===== config.mk =====
export PLATFORM = sky130hd
export DESIGN_NAME = pipe_rx_cmd_flat
export DESIGN_NICKNAME = d
export VERILOG_FILES = /design/src/rtl/pipe_rx_cmd_if.sv /design/src/rtl/pipe_rx_cmd.sv /design/src/flat_wrapper.sv
export SDC_FILE = /design/constraint.sdc
export NUM_CORES = 1
export LEC_CHECK = 0
export ABC_AREA = 1
export BUFFER_PORTS_ARGS = -buffer_cell sky130_fd_sc_hd__buf_4
export CORE_MARGIN = 2
export CORE_UTILIZATION = 36
export CTS_BUF_LIST = sky130_fd_sc_hd__clkbuf_2
export DETAILED_ROUTE_END_ITERATION = 16
export GPL_TIMING_DRIVEN = 0
export PLACE_DENSITY = 0.64
export SLEW_MARGIN = 15
export SYNTH_ARGS = -nofsm -noshare
export SYNTH_HDL_FRONTEND = slang
export SYNTH_SLANG_ARGS = --single-unit

===== constraint.sdc =====
create_clock -name clk -period 5.1 [get_ports clk]
set_input_delay 0.765 -clock clk [delete_from_list [all_inputs] [get_ports clk]]
set_output_delay 0.765 -clock clk [all_outputs]
set_load 0.005 [all_outputs]

===== src/rtl/pipe_rx_cmd_if.sv =====
// Host pipe-in command stream and forwarded packet stream for pipe_rx_cmd.
// The master side drives host words and downstream ready; the slave side is the receiver.
interface pipe_rx_cmd_if #(
    parameter int unsigned DW = 32
);
    logic          in_valid;
    logic [DW-1:0] in_data;
    logic          in_ready;
    logic          out_valid;
    logic [DW-1:0] out_data;
    logic          out_last;
    logic          out_ready;
    logic          pkt_ok;
    logic          pkt_err;
    logic [7:0]    err_cnt;
    logic          busy;

    modport master (
        output in_valid, in_data, out_ready,
        input  in_ready, out_valid, out_data, out_last, pkt_ok, pkt_err, err_cnt, busy
    );

    modport slave (
        input  in_valid, in_data, out_ready,
        output in_ready, out_valid, out_data, out_last, pkt_ok, pkt_err, err_cnt, busy
    );
endinterface


===== src/rtl/pipe_rx_cmd.sv =====
// Frames host words into command packets, validates the XOR checksum and
// forwards one buffered packet at a time (header first, then payload).
module pipe_rx_cmd #(
    parameter int unsigned DW      = 32,
    parameter int unsigned MAX_LEN = 8
) (
    input logic          clk,
    input logic          reset,
    pipe_rx_cmd_if.slave bus
);
    localparam int unsigned IW    = (MAX_LEN > 1) ? $clog2(MAX_LEN) : 1;
    localparam int unsigned DEPTH = 1 << IW;

    typedef enum logic [1:0] {HDR, PLD, CSUM, SEND} state_t;

    state_t        state, state_nxt;
    logic [DW-1:0] hdr, xor_acc, out_data_r;
    logic [DW-1:0] pld_buf [DEPTH];
    logic [7:0]    idx, ptr, err_cnt_r;
    logic          out_last_r, pkt_ok_r, pkt_err_r, busy_r;
    logic          in_ready, out_valid, in_fire, out_fire;
    logic          hdr_legal, csum_match, err_evt;
    logic [7:0]    hdr_len;

    assign hdr_len = hdr[23:16];

    always_comb begin
        in_ready   = (state != SEND);
        out_valid  = (state == SEND);
        in_fire    = bus.in_valid && in_ready;
        out_fire   = out_valid && bus.out_ready;
        hdr_legal  = (bus.in_data[31:24] != '0) && (bus.in_data[23:16] <= 8'(MAX_LEN));
        csum_match = (bus.in_data == xor_acc);
        err_evt    = in_fire && (((state == HDR) && !hdr_legal) ||
                                 ((state == CSUM) && !csum_match));
        state_nxt  = state;
        case (state)
            HDR:  if (in_fire && hdr_legal)
                      state_nxt = (bus.in_data[23:16] == '0) ? CSUM : PLD;
            PLD:  if (in_fire && (idx + 8'd1 == hdr_len)) state_nxt = CSUM;
            CSUM: if (in_fire) state_nxt = csum_match ? SEND : HDR;
            SEND: if (out_fire && out_last_r) state_nxt = HDR;
            default: state_nxt = HDR;
        endcase
    end

    always_ff @(posedge clk) begin
        if (reset) state <= HDR;
        else       state <= state_nxt;
    end

    always_ff @(posedge clk) begin
        if (state == PLD && in_fire) pld_buf[idx[IW-1:0]] <= bus.in_data;
    end

    always_ff @(posedge clk) begin
        if (reset) begin
            hdr        <= '0;
            xor_acc    <= '0;
            idx        <= '0;
            ptr        <= '0;
            out_data_r <= '0;
            out_last_r <= 1'b0;
            pkt_ok_r   <= 1'b0;
            pkt_err_r  <= 1'b0;
            err_cnt_r  <= '0;
            busy_r     <= 1'b0;
        end else begin
            pkt_ok_r  <= 1'b0;
            pkt_err_r <= err_evt;
            busy_r    <= (state_nxt != HDR);
            if (err_evt && err_cnt_r != '1) err_cnt_r <= err_cnt_r + 8'd1;
            case (state)
                HDR: if (in_fire) begin
                    hdr     <= bus.in_data;
                    xor_acc <= bus.in_data;
                    idx     <= '0;
                end
                PLD: if (in_fire) begin
                    xor_acc <= xor_acc ^ bus.in_data;
                    idx     <= idx + 8'd1;
                end
                CSUM: if (in_fire && csum_match) begin
                    pkt_ok_r   <= 1'b1;
                    out_data_r <= hdr;
                    out_last_r <= (hdr_len == '0);
                    ptr        <= '0;
                end
                SEND: if (out_fire) begin
                    // ptr indexes the payload word to present after the current one
                    if (out_last_r) begin
                        out_data_r <= '0;
                        out_last_r <= 1'b0;
                    end else begin
                        out_data_r <= pld_buf[ptr[IW-1:0]];
                        out_last_r <= (ptr + 8'd1 == hdr_len);
                        ptr        <= ptr + 8'd1;
                    end
                end
                default: ;
            endcase
        end
    end

    assign bus.in_ready  = in_ready;
    assign bus.out_valid = out_valid;
    assign bus.out_data  = out_data_r;
    assign bus.out_last  = out_last_r;
    assign bus.pkt_ok    = pkt_ok_r;
    assign bus.pkt_err   = pkt_err_r;
    assign bus.err_cnt   = err_cnt_r;
    assign bus.busy      = busy_r;
endmodule


===== src/flat_wrapper.sv =====
// flat-port wrapper written by rule: the top's interface ports become plain ports
module pipe_rx_cmd_flat 
#(
    parameter int unsigned DW      = 32,
    parameter int unsigned MAX_LEN = 8
)
  (clk, reset, bus_in_valid, bus_in_data, bus_out_ready, bus_in_ready, bus_out_valid, bus_out_data, bus_out_last, bus_pkt_ok, bus_pkt_err, bus_err_cnt, bus_busy);
  pipe_rx_cmd_if #(.DW(DW)) bus_i ();
  input logic clk;
  input logic reset;
  input wire logic [$bits(bus_i.in_valid)-1:0] bus_in_valid;
  input wire logic [$bits(bus_i.in_data)-1:0] bus_in_data;
  input wire logic [$bits(bus_i.out_ready)-1:0] bus_out_ready;
  output wire logic [$bits(bus_i.in_ready)-1:0] bus_in_ready;
  output wire logic [$bits(bus_i.out_valid)-1:0] bus_out_valid;
  output wire logic [$bits(bus_i.out_data)-1:0] bus_out_data;
  output wire logic [$bits(bus_i.out_last)-1:0] bus_out_last;
  output wire logic [$bits(bus_i.pkt_ok)-1:0] bus_pkt_ok;
  output wire logic [$bits(bus_i.pkt_err)-1:0] bus_pkt_err;
  output wire logic [$bits(bus_i.err_cnt)-1:0] bus_err_cnt;
  output wire logic [$bits(bus_i.busy)-1:0] bus_busy;
  assign bus_i.in_valid = bus_in_valid;
  assign bus_i.in_data = bus_in_data;
  assign bus_i.out_ready = bus_out_ready;
  assign bus_in_ready = bus_i.in_ready;
  assign bus_out_valid = bus_i.out_valid;
  assign bus_out_data = bus_i.out_data;
  assign bus_out_last = bus_i.out_last;
  assign bus_pkt_ok = bus_i.pkt_ok;
  assign bus_pkt_err = bus_i.pkt_err;
  assign bus_err_cnt = bus_i.err_cnt;
  assign bus_busy = bus_i.busy;
  pipe_rx_cmd #(.DW(DW), .MAX_LEN(MAX_LEN)) u_core (.clk(clk), .reset(reset), .bus(bus_i));
endmodule

==> flow_summary.json, run 1 <==
{
  "ys_types": 31,
  "hold_start": "bus_in_data[12]",
  "relSlewSlack_pct": 46.01,
  "fmax_mhz": 302.9,
  "critPathMaxFanout": 10,
  "drv_cap": 0,
  "die_w_um": 215.5,
  "netlist_top_cells_area": "edfxtp_1 (48%), dfxtp_1 (16%), nand2_1 (5.3%)",
  "clk_path_buf_depth": 3,
  "drive_above_1_share_pct": 17.30,
  "register_area_um2": 10270,
  "start_util_pct": 36.43,
  "swShare_pct": 24.73,
  "syn_nets": 1550,
  "finalCritPeriodShare_pct": 64.73,
  "synth.mux.area_fraction_pct": 2.361,
  "core_area_um2": 44220,
  "portBuffers": 80,
  "routed_wirelength_um": 45060,
  "fin_ws_ns": 1.799,
  "cp.required_ns": 5.76,
  "leakagePower_uw": 0.006953,
  "routedWlPerCell_um": 18.70,
  "p_clk_share_pct": 37.1,
  "grt_busiest_layer": "met2",
  "clock_skew_ns": 0.07938,
  "multi_input_area_um2": 5301,
  "gr-usage-met1_pct": 25.46,
  "use_met2_pct": 30.71,
  "post-route-util_pct": 42.74,
  "fillCellCount": 4257,
  "synth_top_family_by_area": "simple AND/OR/NAND/NOR gates",
  "synthSimpleGateAreaFrac_pct": 14.25,
  "hold_buffers": 23,
  "ant_nets": 0,
  "grt_max_degree": 19,
  "crit_chain": "inv_2 -> nor2_1 -> inv_1 -> buf_2 -> nor2_2 -> nand2_1 -> nor3_2 -> buf_4 -> buf_4",
  "hold_viol": 0,
  "ys_seq_elements": 385,
  "clk_transition_reported_paths_ns": 0.12,
  "synth_top_area_share_pct": 47.72,
  "die_h_um": 215.5,
  "finalSetupTns_ns": 0,
  "die_area_um2": 46450,
  "first_global_vias": 12431,
  "grt_antenna_before_repair": 2,
  "rr_startpoint": "u_core.state[0]$_SDFF_PP0_",
  "rsz0062_at_grt": "false",
  "dr.pass1.iters": 7,
  "grt-ovfl-total": 0,
  "vias": 12412,
  "io_pins": 82,
  "cts.root.buffer_cell": "clkbuf_2",
  "vdd_ir_drop_max_uv": 137.5,
  "grt_use_total_pct": 19.25,
  "start_kind": "flop",
  "ys_seq_area_share_pct": 63.76,
  "internal-power_uw": 4372,
  "tightest_slew_ns": 0.8080,
  "routabilityCongestion": 0.8613,
  "synthXorXnorAreaFrac_pct": 2.719,
  "cp_common_cell": "buf_4",
  "synth_adder_area_share_pct": 0.2330,
  "drt_iter0_drc": 1127,
  "fin_area_um2": 18900,
  "crit_start": "u_core.state[0]$_SDFF_PP0_",
  "cts_sinks": 385,
  "synth_top_cell_by_area": "edfxtp_1",
  "setup_viol": 0,
  "critPathKind": "flop to flop",
  "met3_usage_pct": 4.242,
  "crit_slowest_cell": "nor3_2",
  "final_net_count": 1774,
  "ys_warn_count": 0,
  "syn_avg_cell_area_um2": 10.66,
  "drv_slew": 0,
  "post_cts_buffers": 0,
  "drc": 0,
  "hpwl_um": 31160,
  "hp-class": "input pin to flop",
  "insertion_delay_ns": 1.00,
  "seqPwrFrac_pct": 58.2,
  "status": "complete, no violations",
  "synth_area_um2": 16110,
  "max_stage_delay_ns": 0.59,
  "floorplan.rows": 77,
  "htreeDepth": 3,
  "power_switching_uw": 1436,
  "synth-compound-area-share_pct": 13.03,
  "cp_data_arrival_time_ns": 3.96,
  "place_ws_ns": 1.798,
  "grt_pass1_wl_um": 69360,
  "instances_no_fill": 2409,
  "area_delta_synth_final_pct": 17.35,
  "min_period_ns": 3.301,
  "synthCells": 1511,
  "vias_per_cell": 5.152,
  "p_comb_share_pct": 4.8,
  "numCtsBuffers": 97,
  "p_per_area_nw_per_um2": 307.3,
  "cts_tree": "done",
  "place_inst": 2204,
  "endpoint_kind": "flop",
  "dpl_cell_area_um2": 17730,
  "ctsResizeCount": 0
}
stage by stage:
step | hold WS [ns] | power, uW
finish | 0.06656 | 5809
detailed placement | 0.4689 | 3706
floorplan | 0.4542 | 3586
global route | 0.007319 | 6046
global placement | 0.4640 | 3697
CTS | 0.0001025 | 5866
layer usage:
metal / vias up / routed length, um
li1: 5900 / -
met1: 5909 / 19650
met2: 506 / 20850
met3: 97 / 3260
met4: 0 / 1296
met5: - / 0
path summary, 6_finish.rpt:
kind              depth (start not counted)  slack [ns]                         endpoint
setup / recovery                          9        1.80  u_core.pld_buf[0][31]$_DFFE_PP_
hold / removal                            1        0.07  u_core.pld_buf[1][12]$_DFFE_PP_
setup reg to reg                          9        1.80  u_core.pld_buf[0][31]$_DFFE_PP_
hold reg to reg                           2        0.48       u_core.idx[7]$_SDFFE_PP0P_
power by group through the flow:
stage | registers, uW | logic, uW | clock network [uW]
floorplan | 3440 | 142 | 0
global placement | 3450 | 249 | 0
detailed placement | 3450 | 258 | 0
CTS | 3380 | 274 | 2210
global route | 3380 | 307 | 2360
finish | 3380 | 276 | 2150
cell usage in the layout (no fill, tap or decap), drive strengths merged, types with 3 or more instances in the layout:
cell,instances
edfxtp,256
nand2,229
clkbuf,228
nor2,208
o21ai,153
dfxtp,129
buf,129
nand3,88
o221ai,64
a21oi,57
inv,55
mux2i,38
xnor2,37
o211a,27
o21bai,26
dlygate4sd3,24
nand4,15
clkinv,14
xor2,13
nor3,7
nor4,6
ha,3
final cells by class:
type / instances / share of cell area, %
antenna: 2 / 0.02648
multi-input combinational: 978 / 28.05
sequential: 385 / 54.33
inverter: 52 / 1.033
clock buffer: 160 / 4.236
tap: 592 / 3.919
clock inverter: 19 / 0.6884
buffer: 96 / 2.079
timing repair buffer: 125 / 5.640
kinds of logic after synthesis:
kind of cell | Yosys count
fa+ha+maj | 3
compound gates | 330
buf+inv | 148
mux | 38
flops | 385
xor+xnor | 50
simple gates | 557
sequential cells by signal, indices dropped and copies added, names as in the netlist, 2 cells and up, named ones only:
name	flops
u_core.pld_buf	256
u_core.bus.out_data	32
u_core.hdr	32
u_core.xor_acc	32
u_core.bus.err_cnt	8
u_core.idx	8
u_core.ptr	8
u_core.state	2
worst max-delay path, delay by kind of cell (launching register included):
family,cells,cell delay (ns)
DFF,1,0.44
buffers and inverters,5,0.97
and+or+nand+nor,4,1.60
Yosys cell counts (all sizes together):
library cell	count
nor2	208
buf	28
nand3	88
mux2i	38
o21ai	153
nand4	15
dfxtp	129
ha	3
xnor2	37
nand2	229
edfxtp	256
clkbuf	68
o2111ai	1
nor4	6
inv	52
or2	2
and3	2
a31oi	1
xor2	13
o211ai	1
o221ai	64
o211a	27
a21oi	57
nor3	7
o21bai	26
No activity file was read; power rests on OpenSTA's default activity.
==> run 2: changes to the inputs <==
Clock period 5.1 ns to 2.73 ns, I/O delays scaled along.
==> flow_summary.json, run 2 (synthesis results as in run 1) <==
{
  "clock_skew_ns": 0.06926,
  "drc": 0,
  "dpl_cell_area_um2": 17770,
  "tightest_slew_ns": 0.7856,
  "p_per_area_nw_per_um2": 565.2,
  "htreeDepth": 3,
  "cts_sinks": 385,
  "die_h_um": 215.5,
  "setup_viol": 0,
  "cts.root.buffer_cell": "clkbuf_2",
  "fillCellCount": 4200,
  "holdWs_ns": 0.2249,
  "drv_slew": 0,
  "final_net_count": 1787,
  "area_delta_synth_final_pct": 19.33,
  "numCtsBuffers": 95,
  "start_util_pct": 36.43,
  "multi_input_area_um2": 5339,
  "die_w_um": 215.5,
  "critPathMaxFanout": 11,
  "clk_transition_reported_paths_ns": 0.11,
  "routedWlPerCell_um": 19.06,
  "dr.pass1.iters": 5,
  "cp.required_ns": 3.41,
  "cts_tree": "done",
  "ant_nets": 0,
  "vias": 12648,
  "leakagePower_uw": 0.007058,
  "register_area_um2": 10270,
  "critPathKind": "flop to flop",
  "rsz0062_at_grt": "false",
  "grt_max_degree": 19,
  "clk_path_buf_depth": 3,
  "portBuffers": 80,
  "drive_above_1_share_pct": 17.29,
  "floorplan.rows": 77,
  "insertion_delay_ns": 1.01,
  "core_area_um2": 44220,
  "relSlewSlack_pct": 47.63,
  "routabilityCongestion": 0.8610,
  "grt_use_total_pct": 19.63,
  "routed_wirelength_um": 46150,
  "fmax_mhz": 383.3,
  "cp_data_arrival_time_ns": 3.29,
  "finalCritPeriodShare_pct": 95.56,
  "vdd_ir_drop_max_uv": 320.1,
  "endpoint_kind": "flop",
  "start_kind": "flop",
  "hpwl_um": 31340,
  "min_period_ns": 2.609,
  "hold_viol": 0,
  "grt_pass1_wl_um": 70900,
  "final_cell_mix": "edfxtp_1 (256), nand2_1 (225), nor2_1 (199)",
  "io_pins": 82,
  "vias_per_cell": 5.224,
  "die_area_um2": 46450,
  "layout_commonest_cell": "edfxtp_1",
  "first_global_vias": 12685,
  "grt_antenna_before_repair": 2,
  "drt_iter0_drc": 1274,
  "fin_ws_ns": 0.1212,
  "status": "complete, no violations",
  "drv_cap": 0,
  "place_ws_ns": -0.3553,
  "grt-ovfl-total": 0,
  "hp-class": "input pin to flop",
  "largest_reg_flops": 256,
  "p_total_uw": 10860,
  "fin_area_um2": 19220
}
-- run 2: cell types whose count changed in the layout (fill, tap and decap cells not counted), sizes merged --
cell         previous run  this run
clkinv                 14        19
diode                   2         1
clkinvlp                0         2
clkbuf                228       218
dlygate4sd3            24        35
buf                   129       134
-- run 2: what timing repair did --
| item | in CTS | in global routing |
|---|---|---|
| gates resized for setup | 3 | 1 |
| hold endpoints to repair | 331 | 0 |
| pin swaps | 7 | 1 |
| gates cloned | 0 | 0 |
| buffers inserted | 10 | 3 |
| setup endpoints to repair | 246 | 55 |
| hold buffers | 35 | 0 |
-- run 2: final timing paths --
| path | slack [ns] | end | start | depth (start not counted) |
|---|---|---|---|---|
| worst min register to register | 0.48 | u_core.xor_acc[11]$_SDFFE_PP0P_ | u_core.xor_acc[11]$_SDFFE_PP0P_ | 2 |
| worst min-delay path | 0.22 | u_core.pld_buf[6][5]$_DFFE_PP_ | bus_in_data[5] | 2 |
| worst max-delay path | 0.12 | u_core.pld_buf[1][0]$_DFFE_PP_ | u_core.state[0]$_SDFF_PP0_ | 9 |
| worst max register to register | 0.12 | u_core.pld_buf[1][0]$_DFFE_PP_ | u_core.state[0]$_SDFF_PP0_ | 9 |
-- run 2: power by group --
| group | internal (uW) | switching (uW) | total (uW) | leakage, uW |
|---|---|---|---|---|
| Sequential | 6260 | 46.7 | 6310 | 0.00335 |
| Combinational | 197 | 338 | 535 | 0.00300 |
| Clock | 1660 | 2360 | 4020 | 0.000706 |
-- run 2: metal layers --
metal	part of all wire, %	track usage (%)	routed length, um	vias up
met5	0.024	0	11	-
met4	2.1	6.713	978	2
met3	6.5	3.622	2987	73
met2	48	32.27	22010	491
met1	44	26.12	20160	6167
li1	-	-	-	5915
-- run 2: metrics by stage --
step / util (%) / instances / setup TNS (ns)
2_1_floorplan: - / 1511 / -47.04
3_3_place_gp: 39.53 / 2183 / -446.78
6_report: 43.47 / 2421 / 0
4_1_cts: 43.37 / 2417 / 0
5_1_grt: 43.47 / 2421 / 0
3_5_place_dp: 40.19 / 2196 / -42.01
-- run 2: layout make-up --
cell class	count	area share (%)
inverters	52	1.015
well taps	592	3.854
clock inverters	26	0.8853
plain buffers	95	2.031
flip-flops and latches	385	53.43
multi-input cells	978	27.78
repair buffers	141	7.063
diodes	1	0.01302
clock buffers	151	3.932
-- run 2: critical path: stages, from the launching register on --
cell and delay (ns):
dfxtp_1 0.45, inv_2 0.09, nor2_2 0.20, inv_1 0.08, buf_2 0.21, nor2_4 0.28
inv_1 0.25, nor4_4 0.32, buf_6 0.23, buf_6 0.18
==> run 3: changes to the inputs <==
Settings changed: PLACE_DENSITY 0.64 to default.
==> flow_summary.json, run 3 (synthesis results as in run 1) <==
{
  "status": "complete, no violations",
  "grt_use_total_pct": 19.96,
  "place_inst": 2197,
  "vias_per_cell": 5.237,
  "routabilityCongestion": 0.8783,
  "hold_viol": 0,
  "rsz0062_at_grt": "false",
  "internal-power_uw": 8335,
  "critPathMaxFanout": 15,
  "die_h_um": 215.5,
  "grt-ovfl-total": 0,
  "htreeDepth": 3,
  "power_switching_uw": 2762,
  "min_period_ns": 2.624,
  "max_stage_delay_ns": 0.44,
  "largest_reg_flops": 256,
  "p_clk_share_pct": 38.3,
  "cts_tree": "done",
  "p_per_area_nw_per_um2": 574.5,
  "p_comb_share_pct": 4.8,
  "io_pins": 82,
  "drive_above_1_share_pct": 17.59,
  "core_area_um2": 44220,
  "insertion_delay_ns": 1.03,
  "start_kind": "flop",
  "numCtsBuffers": 97,
  "drc": 0,
  "fmax_mhz": 381.1,
  "layout_commonest_cell": "edfxtp_1",
  "critPathKind": "flop to flop",
  "relSlewSlack_pct": 47.76,
  "finalCritPeriodShare_pct": 96.13,
  "area_delta_synth_final_pct": 19.91,
  "swShare_pct": 24.89,
  "grt_pass1_wl_um": 70990,
  "die_area_um2": 46450,
  "leakagePower_uw": 0.007126,
  "cp.required_ns": 3.41,
  "final_net_count": 1792,
  "floorplan.rows": 77,
  "instances_no_fill": 2430,
  "ant_nets": 0,
  "cts.root.buffer_cell": "clkbuf_2",
  "grt_antenna_before_repair": 1,
  "routed_wirelength_um": 46370,
  "clk_transition_reported_paths_ns": 0.11,
  "crit_slowest_cell": "dfxtp_1",
  "final_cell_mix": "edfxtp_1 (256), nand2_1 (225), nor2_1 (200)",
  "vias": 12727,
  "drv_slew": 0,
  "start_util_pct": 36.43,
  "clk_path_buf_depth": 3,
  "cts_sinks": 385,
  "drv_cap": 0,
  "hp-class": "input pin to flop",
  "die_w_um": 215.5,
  "drt_iter0_drc": 1272,
  "clock_skew_ns": 0.07377,
  "routedWlPerCell_um": 19.08,
  "hpwl_um": 31600,
  "first_global_vias": 12605,
  "grt_max_degree": 23,
  "seqPwrFrac_pct": 56.9,
  "tightest_slew_ns": 0.7836,
  "cp_data_arrival_time_ns": 3.30,
  "endpoint_kind": "flop",
  "crit_chain": "inv_2 -> nor2_1 -> inv_1 -> buf_2 -> nor2_4 -> nand2_2 -> nor3_4 -> buf_8 -> buf_16",
  "setup_viol": 0,
  "post-route-util_pct": 43.68,
  "vdd_ir_drop_max_uv": 330.7,
  "dr.pass1.iters": 5,
  "portBuffers": 80
}
## run 3: metal layers
layer	wire [um]	global-route usage, %	up-vias	part of all wire [%]
met5	0	0	-	0
met4	1329	7.747	0	2.9
met3	2993	4.285	94	6.5
met2	21480	32.10	498	46
met1	20570	26.43	6190	44
li1	-	-	5945	-
## run 3: metrics by stage
stage	total power [uW]	instance area (um2)	hold WS, ns	worst slack, ns	TNS (ns)
floorplan	6698	16140	0.4542	-0.2958	-47.04
global placement	6912	17480	0.4646	-2.275	-467.06
detailed placement	6930	17800	0.4698	-0.3585	-43.19
CTS	11210	19250	0.007344	0.01905	0
global route	11570	19310	0.03285	0.005453	0
finish	11100	19310	0.1437	0.1057	0
## run 3: cell type report
| cell class | count | area (um2) |
|---|---|---|
| diodes | 2 | 5.005 |
| clock inverters | 27 | 212.7 |
| flip-flops and latches | 385 | 10270 |
| well taps | 592 | 740.7 |
| clock buffers | 155 | 775.7 |
| inverters | 52 | 195.2 |
| repair buffers | 144 | 1388 |
| plain buffers | 95 | 391.6 |
| fillers | 4207 | 24910 |
| multi-input cells | 978 | 5336 |
## run 3: worst paths after layout
kind / from / end / slack (ns) / depth (start not counted)
worst min register to register: u_core.xor_acc[10]$_SDFFE_PP0P_ / u_core.xor_acc[10]$_SDFFE_PP0P_ / 0.49 / 2
worst max-delay path: u_core.state[0]$_SDFF_PP0_ / u_core.pld_buf[0][24]$_DFFE_PP_ / 0.11 / 9
worst min-delay path: reset / u_core.xor_acc[2]$_SDFFE_PP0P_ / 0.14 / 3
worst max register to register: u_core.state[0]$_SDFF_PP0_ / u_core.pld_buf[0][24]$_DFFE_PP_ / 0.11 / 9
## run 3: repair_timing
item                       in CTS  in global routing
hold buffers                   35                  0
hold endpoints to repair      331                  0
setup buffers                   9                  6
gates resized for setup         3                  3
pin swaps                       6                  3
setup endpoints to repair     233                 72
## run 3: power by group through the flow
stage	clock [uW]	sequential, uW	combinational [uW]
after CTS	4370	6310	531
after global placement	0	6440	471
final	4250	6310	534
after floorplan	0	6430	265
after global routing	4660	6320	591
after detailed placement	0	6440	488
## run 3: worst max-delay path: cells and delay by family (launching register included)
family / cells / cell delay (ns)
buf+inv: 5 / 0.82
simple gates: 4 / 0.99
flops: 1 / 0.44
